<file path="src/rtl/rob_commit_unit.sv">
`default_nettype none
// ============================================================================
// rob_commit_unit
//   In-order reorder buffer: program-order allocation, out-of-order writeback,
//   in-order retirement with a full flush on an excepting head entry.
//   Optional feature macro: ROB_FULL_BYPASS_EN (allocate into the slot freed
//   by a commit in the same cycle when the buffer is full).
//   Revision: 1.0
// ============================================================================
module rob_commit_unit #(
  parameter int DEPTH  = 8,
  parameter int ADDR_W = 3
) (
  input  logic              clk,
  input  logic              reset,
  input  logic              alloc_valid,
  input  logic [4:0]        alloc_arch,
  output logic              alloc_ready,
  output logic [ADDR_W-1:0] alloc_tag,
  input  logic              wb_valid,
  input  logic [ADDR_W-1:0] wb_tag,
  input  logic              wb_exception,
  output logic              rob_commit_valid,
  output logic [4:0]        rob_commit_arch,
  output logic              exception_detected,
  output logic [ADDR_W:0]   rob_count
);

  localparam logic [ADDR_W:0] PTR_ONE = {{ADDR_W{1'b0}}, 1'b1};

  logic [DEPTH-1:0]  valid_q;
  logic [DEPTH-1:0]  done_q;
  logic [DEPTH-1:0]  exc_q;
  logic [4:0]        arch_q [DEPTH];
  logic [ADDR_W:0]   head_q;
  logic [ADDR_W:0]   tail_q;

  logic [ADDR_W-1:0] head_idx;
  logic [ADDR_W-1:0] tail_idx;
  logic              full;
  logic              head_valid;
  logic              head_done;
  logic              head_exc;
  logic              commit_fire;
  logic              exc_fire;
  logic              alloc_fire;
  logic              wb_fire;

  assign head_idx = head_q[ADDR_W-1:0];
  assign tail_idx = tail_q[ADDR_W-1:0];

  // Wrap bits distinguish full from empty when the indices coincide.
  assign full = (head_idx == tail_idx) && (head_q[ADDR_W] != tail_q[ADDR_W]);

  assign head_valid  = valid_q[head_idx];
  assign head_done   = done_q[head_idx];
  assign head_exc    = exc_q[head_idx];
  assign commit_fire = head_valid && head_done && !head_exc;
  assign exc_fire    = head_valid && head_done && head_exc;

`ifdef ROB_FULL_BYPASS_EN
  assign alloc_ready = (!full || commit_fire) && !exc_fire;
`else
  assign alloc_ready = !full && !exc_fire;
`endif

  assign alloc_fire = alloc_valid && alloc_ready;
  assign wb_fire    = wb_valid && valid_q[wb_tag];

  assign alloc_tag          = tail_idx;
  assign rob_commit_valid   = commit_fire;
  assign exception_detected = exc_fire;
  assign rob_commit_arch    = head_valid ? arch_q[head_idx] : 5'd0;
  assign rob_count          = tail_q - head_q;

  // Statement order matters: a freed head slot reused by a same-cycle
  // allocation must end up valid and not-done, so allocation is applied last.
  always_ff @(posedge clk) begin
    if (reset || exc_fire) begin
      valid_q <= '0;
      done_q  <= '0;
      exc_q   <= '0;
      head_q  <= '0;
      tail_q  <= '0;
    end else begin
      if (wb_fire) begin
        done_q[wb_tag] <= 1'b1;
        exc_q[wb_tag]  <= wb_exception;
      end
      if (commit_fire) begin
        valid_q[head_idx] <= 1'b0;
        head_q            <= head_q + PTR_ONE;
      end
      if (alloc_fire) begin
        valid_q[tail_idx] <= 1'b1;
        done_q[tail_idx]  <= 1'b0;
        exc_q[tail_idx]   <= 1'b0;
        tail_q            <= tail_q + PTR_ONE;
      end
    end
  end

  // Payload needs no reset: it is only observed through a valid entry.
  always_ff @(posedge clk) begin
    if (!reset && alloc_fire) begin
      arch_q[tail_idx] <= alloc_arch;
    end
  end

endmodule
`default_nettype wire

</file>
<file path="config.mk">
export PLATFORM = sky130hd
export DESIGN_NAME = rob_commit_unit
export DESIGN_NICKNAME = d
export VERILOG_FILES = /design/src/rtl/rob_commit_unit.sv
export SDC_FILE = /design/constraint.sdc
export NUM_CORES = 1
export LEC_CHECK = 0
export ABC_CLOCK_PERIOD_IN_PS = 4900
export CAP_MARGIN = 5
export CELL_PAD_IN_SITES_DETAIL_PLACEMENT = 0
export CELL_PAD_IN_SITES_GLOBAL_PLACEMENT = 1
export CORE_ASPECT_RATIO = 0.9
export CORE_UTILIZATION = 51
export DETAILED_ROUTE_END_ITERATION = 16
export GPL_TIMING_DRIVEN = 1
export PLACE_DENSITY_LB_ADDON = 0.1
export SYNTH_ARGS = -nofsm -noshare
export SYNTH_HDL_FRONTEND = slang
export SYNTH_SLANG_ARGS = --single-unit
export TNS_END_PERCENT = 20
</file>
<file path="constraint.sdc">
create_clock -name clk -period 4.9 [get_ports clk]
set_input_delay 0.98 -clock clk [delete_from_list [all_inputs] [get_ports clk]]
set_output_delay 0.98 -clock clk [all_outputs]
set_load 0.005 [all_outputs]
</file>
# After elaboration in Yosys (flattened, before gate mapping)
# Memories as Yosys holds them, arrays and structs flattened. A register that Yosys moved wholly into a read port is not among the register bits.
# Index checks and enable logic that the tools add are counted.
# classes
addsub	3
magnitude_cmp	6
eq_ne	2
mux	29
bitwise_logic	7
reduce_logical	16
# ops
operator	count
2-to-1 mux 8 bit	9
AND 8 bit	3
inverter 8 bit	2
OR 8 bit	2
binary-select mux 1 bit (select 3 bit)	4
less-than comparator 3 x 4 -> 1 bit (second input constant)	3
logical AND 1 bit	11
demux 1 bit (select 3 bit)	3
greater-or-equal comparator 3 x 1 -> 1 bit (second input constant)	3
2-to-1 mux 1 bit	9
adder 4 x 1 -> 4 bit (second input constant)	2
bitwise mux 8 bit	1
2-to-1 mux 3 bit	2
2-to-1 mux 5 bit	1
zero test 1 bit	4
subtractor 4 bit	1
equality test 3 bit	1
logical OR 1 bit	1
!= test 1 bit	1
# word_totals
ff_bits	32
ram_bits	40
output_inout_bits	15
n_memories	1
# memory_table
memory	words	word_bits	read_ports	rd_clocked_by_memory_dff	write_ports	line_no	rtl
arch_q	8	5	1	1	1	34	logic [4:0] arch_q [DEPTH];

# Logic depth before layout (Yosys ltp)
# Gate-level depths: netlist (run 1).
# depth
word_depth	10
ltp_mapped	7

# Least setup slack after synthesis (run 1)
# No wires, ideal clock.
# synth_timing
path_kind	register to output
startpoint	register head_q[0]
endpoint	output alloc_ready
arrival_time_ns	1.796
slack_ns	2.124
stages_incl_launch_ff	7
path_buffers	2
cell_sequence	dfxtp_1 > buf_4 > mux4_2 > mux2i_4 > buf_2 > nor3_1 > nor2_1
# synth_between
elab_chain_cells	6
elab_cells_between_ends	13
classes_between	eq/ne (1); mux (6); reduce/logical (6)
# synth_lines
element	line_no	rtl
from (decl)	35	logic [ADDR_W:0] head_q;
from (signal assigned)	92	head_q <= head_q + PTR_ONE;
binary-select mux 1 bit (select 3 bit), on equally long branches	55, 56	
2-to-1 mux 1 bit, on equally long branches	55, 56	
logical AND 1 bit	59	assign exc_fire = head_valid && head_done && head_exc;
logical AND 1 bit (*)	59	
net exception_detected	25	output logic exception_detected,
zero test 1 bit (*)	64	assign alloc_ready = !full && !exc_fire;
logical AND 1 bit (*)	64	
to (decl)	18	output logic alloc_ready,
# The timed path passes the listed nets; every way through them passes the cells marked *. The select of a mux whose other input is x is not followed.

# Final worst setup path (run 1)
# layout_timing
startpoint	register head_q[0]
endpoint	output alloc_ready
# layout_between
elab_chain_cells	6
elab_cells_between_ends	13
classes_between	eq/ne (1); mux (6); reduce/logical (6)
# layout_lines
element	line_no
binary-select mux 1 bit (select 3 bit), on equally long branches	55, 56
2-to-1 mux 1 bit, on equally long branches	55, 56
logical AND 1 bit (2 in series)	59
zero test 1 bit	64
logical AND 1 bit (*)	64
# Mark *: on every way between the ends. The rest lies on a longest branch, timed or not. The select of a mux whose other input is x is not followed.

==> flow_results.org, run 1 <==
** GRT
- After global routing the overflow that remains totals 0.
- Across every metal layer, demand over resource in global routing totals 0.234.
- The first global-routing pass estimated about 12000 um of wire.
- Maximum number of pins on one net before global-route repair :: 37
- Initial antenna violation count :: 0
- Via count of the first global-routing pass :: between 2000 and 2500

** Synth
- In the synthesized netlist, the number of instances is ~280.
- Yosys printed 0 warnings.
- Synthesis instantiated 43 different standard cells from the library.
- For this run, the leading register cell type out of synthesis is sky130_fd_sc_hd__edfxtp_1.
- Of all flip-flops after synthesis, the portion carrying an async set or reset was 0.
- Counting flops and latches in the post-synthesis netlist gives 75.
- Count of flip-flops with a built-in enable after synthesis :: 40
- Synthesized Nets :: 296
- The synthesized netlist occupies a cell area of roughly 0.0035 mm2.
- In this run the mean area of a mapped cell was approximately 13 um2.
- For this run, the register share of the synthesized area comes to 0.545.

** STA
- Crit share post-route :: 0.819
- Final hold violation count :: 0
- # setup viols final :: 0
- Minimum setup slack in the final design :: between 0.8 and 0.9 ns
- Max Clk Rate :: ~0.25 GHz
- The worst path needs roughly 4.0 ns of the cycle, external delays included.
- Clock skew on the completed layout was measured at roughly 0.0064 ns.
- The final max-slew violation count is 0.
- For the pin with the worst max-slew slack, the measured transition is 0.872 ns.
- Unrepaired setup endpoints after global routing :: false
- Sum of negative setup slack :: 0 ns
- In this run the tightest slew margin relative to its limit is 0.416.

** Pwr
- Peak supply drop :: approximately 160 uV
- LEAKAGE :: 0.00133 uW
- Power density of the placed cells :: ~310 mW/mm2

** Layout
- Combined area of the multi-input logic cells :: 0.00145 mm2
- Fraction of layout instances using a drive strength above 1 :: 0.164
- Final-stage net count :: between 300 and 400
- The number of antenna diodes in the final layout is 0.
- Fill cell count :: around 560
- Area occupied by registers :: roughly 0.0019 mm2
- Area growth, synth to finish :: 14.8%

** Floorplan
- Number of I/O pins :: 28
- The die is between 80 and 90 um tall.
- For this configuration, the core starts out at a cell density of 0.530.
- Row count :: 28
- The floorplan step defined a core boundary enclosing approximately 0.0066 mm2.
- Floorplan die area :: approximately 0.0072 mm2
- Die span in x :: 89.2 um

** Detailed routing
- After detailed routing, no signal wire sits above met4.
- After detailed routing, the number of remaining DRC violations is 0.
- Detailed routing inserted a total of around 2300 vias.
- Number of iterations in the first detailed-routing pass :: 4
- Routed wire length per instance :: 19.1 um
- The detailed router put a total of ~3800 um of wire on met1.
- Detailed routing placed a total of ~3300 um of wire on met2.
- Post-detailed-routing wire length :: approximately 7600 um
- Count of routing violations after the opening detailed-route iteration :: around 210
- Remaining antenna violation count :: 0
- Total length of routed met3 wires :: approximately 430 um
- Using the TritonRoute via totals, the vias-per-cell ratio works out to a little under 6.

** Placed design
- Routability-driven placement finished with a final weighted congestion of 0.822.
- Prior to clock tree synthesis, the placed netlist has a worst setup slack of between 1 and 1.5 ns.
- Half-perimeter wire length of the detailed placement result :: roughly 5300 um
- Port buffering added 27 buffers.

** CTS
- The H-tree was split into 3 levels.
- After clock tree synthesis, the clock-pin slew on the worst setup and hold paths is around 0.08 ns.
- Post-CTS timing repair inserted 0 buffers for setup.
- After clock tree synthesis, the repair step resized 0 gates.
- Cts bufs inserted :: 9
- CTS Hold Buffers Added :: 0
- Maximum root-to-sink buffer count :: 2
- The later pin in the worst-skew pair is clocked with a latency of ~0.34 ns.
- TritonCTS built the clock tree.
- The tree is rooted in a sky130_fd_sc_hd__clkbuf_8.
- For this design, the sink count on the clock tree is 75.

** Run status
- Status :: complete, no violations

** Hold path
- Worst min-delay path class :: register to register
- Hold path cells :: 2
- The startpoint identified for the worst hold timing path is done_q[6].
- The path with the worst hold slack has its endpoint at done_q[6].

** Worst setup path
- Setup crit end kind :: output pin
- CP max FO :: 18
- The startpoint identified for the worst register-to-register timing path is head_q[0].
- Reg2Reg Depth :: 6
- For the worst setup path, the data arrival time is slightly above 3 ns.
- End of the worst register-to-register path :: arch_q[7][1]
- Data required time at the worst endpoint :: between 3 and 4 ns
- The worst setup path is of the register to output pin kind.
- Flop-to-flop setup slack :: about 1.7 ns
- Worst Setup Start Kind :: register

** Flow run
- Total of max-cap violations :: 0
flip-flops by register name, indices dropped and copies added, names as in the netlist, named ones only:
| register | flops |
|---|---|
| arch_q | 40 |
| done_q | 8 |
| exc_q | 8 |
| valid_q | 8 |
| head_q | 4 |
| tail_q | 4 |
metal layers:
layer | vias up | global-route usage
met5 | - | 0
met4 | 0 | 0.0571
met3 | 8 | 0.0771
met2 | 72 | 0.317
met1 | 1155 | 0.358
li1 | 1098 | -
how the worst max path moves through the flow:
| stage | from | end | slack (ns) |
|---|---|---|---|
| detailed placement | head_q[0] | alloc_ready | 1.24 |
| global placement | head_q[0] | alloc_ready | 1.29 |
| CTS | head_q[0] | alloc_ready | 0.86 |
| global route | head_q[0] | alloc_ready | 0.72 |
| finish | head_q[0] | alloc_ready | 0.89 |
| floorplan | head_q[0] | alloc_ready | 2.12 |
worst max-delay path: stages (launching register included):
cell	delay (ns)
sky130_fd_sc_hd__dfxtp_1	0.79
sky130_fd_sc_hd__mux4_2	0.65
sky130_fd_sc_hd__mux2i_4	0.28
sky130_fd_sc_hd__buf_4	0.26
sky130_fd_sc_hd__nor3_1	0.09
sky130_fd_sc_hd__nor2_1	0.12
sky130_fd_sc_hd__clkdlybuf4s50_1	0.50
through the flow:
step / power (uW) / hold WS (ns) / instances / cell area [um2] / utilization
finish: 1250 / 0.465 / 395 / 4010 / 0.608
floorplan: 731 / 0.426 / 277 / 3490 / -
CTS: 1260 / 0.465 / 395 / 4010 / 0.608
global placement: 769 / 0.449 / 379 / 3800 / 0.576
global route: 1300 / 0.496 / 395 / 4010 / 0.608
detailed placement: 771 / 0.452 / 379 / 3800 / 0.576
kinds of logic (layout without fill, tap and decap cells):
kind of cell,Yosys count,count (layout),share of synthesized area
DFF,75,75,0.545
xor gates and xnor gates,5,5,0.0125
buffers and inverters,30,58,0.0408
adders and majority gates,6,6,0.0236
and+or+nand+nor,84,84,0.124
muxes,35,35,0.169
AOI/OAI and AO/OA,42,42,0.0849
cells in the mapped netlist (3+ instances only):
cell | count | area, um2
sky130_fd_sc_hd__buf_4 | 4 | 30.0
sky130_fd_sc_hd__nor2b_1 | 3 | 18.8
sky130_fd_sc_hd__clkbuf_1 | 3 | 11.3
sky130_fd_sc_hd__nor2_1 | 25 | 93.8
sky130_fd_sc_hd__nand2b_1 | 4 | 25.0
sky130_fd_sc_hd__mux4_2 | 16 | 360
sky130_fd_sc_hd__a21oi_1 | 13 | 65.1
sky130_fd_sc_hd__o211ai_1 | 4 | 30.0
sky130_fd_sc_hd__or3_1 | 4 | 25.0
sky130_fd_sc_hd__a31oi_1 | 5 | 31.3
sky130_fd_sc_hd__or2_2 | 5 | 31.3
sky130_fd_sc_hd__inv_1 | 11 | 41.3
sky130_fd_sc_hd__and3_1 | 3 | 18.8
sky130_fd_sc_hd__mux2i_4 | 3 | 67.6
sky130_fd_sc_hd__dfxtp_1 | 35 | 701
sky130_fd_sc_hd__buf_1 | 3 | 11.3
sky130_fd_sc_hd__xnor2_1 | 4 | 35.0
sky130_fd_sc_hd__nand4_1 | 5 | 31.3
sky130_fd_sc_hd__a211oi_1 | 3 | 22.5
sky130_fd_sc_hd__edfxtp_1 | 40 | 1200
sky130_fd_sc_hd__ha_1 | 5 | 62.6
sky130_fd_sc_hd__buf_2 | 6 | 30.0
sky130_fd_sc_hd__nor3_1 | 18 | 90.1
sky130_fd_sc_hd__o31ai_1 | 7 | 52.6
sky130_fd_sc_hd__nand2_1 | 5 | 18.8
sky130_fd_sc_hd__nand3_1 | 6 | 30.0
sky130_fd_sc_hd__mux2i_1 | 14 | 140
cell type report:
class | instances | area share
Clock inverter | 5 | 0.0150
Sequential cell | 75 | 0.475
Tap cell | 90 | 0.0281
Clock buffer | 11 | 0.0378
Inverter | 13 | 0.0122
Timing Repair Buffer | 29 | 0.0712
Multi-Input combinational cell | 172 | 0.361
cell usage in the layout (no fill, tap or decap), types with 3 or more instances in the layout:
master                            netlist  routed
sky130_fd_sc_hd__edfxtp_1              40      40
sky130_fd_sc_hd__dfxtp_1               35      35
sky130_fd_sc_hd__clkdlybuf4s50_1        0      27
sky130_fd_sc_hd__nor2_1                25      25
sky130_fd_sc_hd__nor3_1                18      18
sky130_fd_sc_hd__mux4_2                16      16
sky130_fd_sc_hd__mux2i_1               14      14
sky130_fd_sc_hd__a21oi_1               13      13
sky130_fd_sc_hd__inv_1                 11      11
sky130_fd_sc_hd__clkbuf_8               0      11
sky130_fd_sc_hd__o31ai_1                7       7
sky130_fd_sc_hd__nand3_1                6       6
sky130_fd_sc_hd__nand2_1                5       5
sky130_fd_sc_hd__or2_2                  5       5
sky130_fd_sc_hd__nand4_1                5       5
sky130_fd_sc_hd__a31oi_1                5       5
sky130_fd_sc_hd__ha_1                   5       5
sky130_fd_sc_hd__xnor2_1                4       4
sky130_fd_sc_hd__o211ai_1               4       4
sky130_fd_sc_hd__or3_1                  4       4
sky130_fd_sc_hd__nand2b_1               4       4
sky130_fd_sc_hd__mux2i_4                3       3
sky130_fd_sc_hd__and3_1                 3       3
sky130_fd_sc_hd__nor2b_1                3       3
sky130_fd_sc_hd__a211oi_1               3       3
where the power goes:
| group | switching [uW] | internal, uW | leakage, uW |
|---|---|---|---|
| registers | 6.97 | 668 | 0.000644 |
| clock network | 230 | 265 | 0.000106 |
| logic | 45.6 | 35.9 | 0.000579 |
| total | 283 | 969 | 0.00133 |
Power figures use the tool's default switching activity.
==> run 2: changes to the inputs <==
ABC_CLOCK_PERIOD_IN_PS = 3820   (was 4900)
CORE_UTILIZATION = 47   (was 51)
clock period = 3.82 ns   (was 4.9 ns; I/O delays follow)
==> run 2 against run 1 <==
  * Critical endpoint unchanged
  * Clock power increased by 27%
  * Largest cell class unchanged
  * Core utilization decreased by 4.2 points
  * Total power increased by 28%
  * Highest routed layer unchanged
==> flow_results.org, run 2 (synthesis gave the netlist of run 1 again) <==
** Run status
- Status :: complete, no violations

** CTS
- CTS built an H-tree with a depth of 3.
- For the worst-skew pair, the clock arrives at the later sink with an insertion delay of between 0.3 and 0.4 ns.
- TritonCTS built the clock tree.
- Cts bufs inserted :: 9
- Number of setup buffers added after CTS :: 0
- Root buf cell :: sky130_fd_sc_hd__clkbuf_8
- TritonCTS sink count :: 75
- Clock slew seen by the registers of the worst setup and hold paths :: approximately 0.090 ns
- The number of hold buffers added after CTS was 0.
- Maximum root-to-sink buffer count :: 2
- CTS-repair resized insts :: 0

** STA
- In the finished design, the share of the clock period the worst path needs comes to 0.937.
- Total count of max-transition violations in the final report :: 0
- Setup violations remaining at the end of the flow were counted as 0.
- The count of endpoints failing hold in the final timing report was 0.
- Setup repair after global routing left no endpoint under its margin.
- Sum of negative setup slack :: 0 ns
- Transition at the pin with the smallest max-transition slack :: approximately 1.0 ns
- The routed design could run at a clock period as short as approximately 3.6 ns.
- Slew margin rel. :: 0.312
- The clock arrives with ~0.012 ns of skew.
- Derived from the worst setup path, the maximum achievable clock frequency is roughly 0.28 GHz.

** Worst setup path
- The worst register-to-register path has a setup slack of 0.72 ns.
- In this run the worst setup path terminates at alloc_ready.
- The worst setup path is launched from a register.
- STA classifies the critical path endpoint as an output pin.
- For the worst flop-to-flop path, the logic depth is 5.
- In this run the critical register-to-register path is captured at arch_q[7][0].
- In this run the critical register-to-register path is launched from head_q[0].
- For the worst setup path, the data arrival time is roughly 2.8 ns.
- Critical path start-end classification :: register to output pin
- Data on the critical path is required at its endpoint by about 3 ns.
- CP max FO :: 18
- Worst setup path start :: head_q[0]

** Layout
- The register with the most flip-flops in the layout has 40 of them.
- Post-route cell area :: 0.00403 mm2
- In the final layout, the share of cells above drive strength 1 is 0.172.
- More flip-flops sit in one register than any other, and that register is arch_q.
- Antenna fix cells :: 0
- Final-stage net count :: about 320
- Area growth, synth to finish :: 15.4%
- Commonest non-fill, non-tap cells in the layout :: 40 x sky130_fd_sc_hd__edfxtp_1, 35 x sky130_fd_sc_hd__dfxtp_1, 27 x sky130_fd_sc_hd__clkdlybuf4s50_1
- Most common cell after layout, fill and taps aside :: sky130_fd_sc_hd__edfxtp_1

** GRT
- Initial antenna violation count :: 0
- Wire length of the first global-routing pass :: 12500 um
- Maximum number of pins on one net before global-route repair :: 26
- Grt total ovfl :: 0
- For this run, the total global-route usage over all layers was measured as 0.222.
- Via count of the first global-routing pass :: between 2000 and 2500

** Detailed routing
- The pre-antenna-repair detailed-routing pass consisted of 4 iterations.
- Routed wire length per instance :: between 15 and 20 um
- Number of vias after detailed routing :: between 2000 and 2500
- After the first detailed-routing iteration, the DRC count stood at around 180.
- In the routed design, unresolved DRC markers number 0.
- Using the TritonRoute via totals, the vias-per-cell ratio works out to 5.74.
- Wires add up to 7760 um.
- The count of nets left with antenna violations once routing finished came out at 0.

** Floorplan
- For this configuration, the core starts out at a cell density of 0.491.
- Vertical die dimension :: ~84 um
- The region available for standard cell placement spans ~0.0071 mm2.
- The floorplan has 29 rows.
- Die span in x :: 92.9 um
- The floorplan step defined a die boundary enclosing about 0.0078 mm2.
- 28 I/O pins were placed.

** Pwr
- For this design the ratio of total power to cell area is 398 mW/mm2.
- The worst-case IR drop observed on VDD is between 200 and 300 uV.
- LEAKAGE :: ~0.0013 uW

** Placed design
- During placement, the flow inserted port buffers numbering 27.
- Half-perimeter wire length of the detailed placement result :: 5600 um
- In this run the cell area measured after placement is 0.00382 mm2.
- Placer Congestion :: approximately 0.8

** Hold path
- Worst min-delay path class :: register to register

** Flow run
- Total of max-cap violations :: 0
-- run 2: where the power goes --
part | internal [uW] | switching, uW | leakage (uW)
Clock | 313 | 318 | 0.0000988
Combinational | 46.9 | 59.0 | 0.000592
Sequential | 857 | 8.56 | 0.000644
Total | 1220 | 386 | 0.00133
-- run 2: how the worst min path moves through the flow --
stage,from,end,slack (ns),cells past startpoint
3_5_place_dp,done_q[3],done_q[3],0.46,2
2_1_floorplan,done_q[6],done_q[6],0.43,2
6_report,done_q[6],done_q[6],0.47,2
5_1_grt,done_q[6],done_q[6],0.48,2
3_3_place_gp,done_q[1],done_q[1],0.47,2
4_1_cts,done_q[3],done_q[3],0.47,2
-- run 2: per-stage QoR --
step                      utilization  power [uW]  hold slack, ns  worst slack, ns  cells
after CTS                       0.567        1620           0.472            0.204    401
after detailed placement        0.537         990           0.461            0.606    385
after global placement          0.537         988           0.466            0.626    385
after global routing            0.567        1660           0.481           0.0336    401
after floorplan                     -         937           0.426             1.26    277
final                           0.567        1600           0.471            0.239    401
-- run 2: layout make-up --
class,count,area (um2)
clock buffer,9,124
clock inverter,7,82.6
fill,642,3080
inverter,13,48.8
multi-input combinational,172,1450
sequential,75,1900
tap,93,116
timing repair buffer,32,308
-- run 2: metal layers --
metal	global-route usage	up-vias	share of wire
met5	0	-	0
met4	0.0755	0	0.014
li1	-	1103	-
met1	0.347	1111	0.48
met2	0.298	78	0.43
met3	0.0546	9	0.070
-- run 2: critical path, cell delays in order, from the launching register on --
cell	delay [ns]
sky130_fd_sc_hd__dfxtp_1	0.79
sky130_fd_sc_hd__mux4_2	0.63
sky130_fd_sc_hd__mux2i_4	0.30
sky130_fd_sc_hd__nor3_1	0.13
sky130_fd_sc_hd__nor2_1	0.11
sky130_fd_sc_hd__clkdlybuf4s50_1	0.50
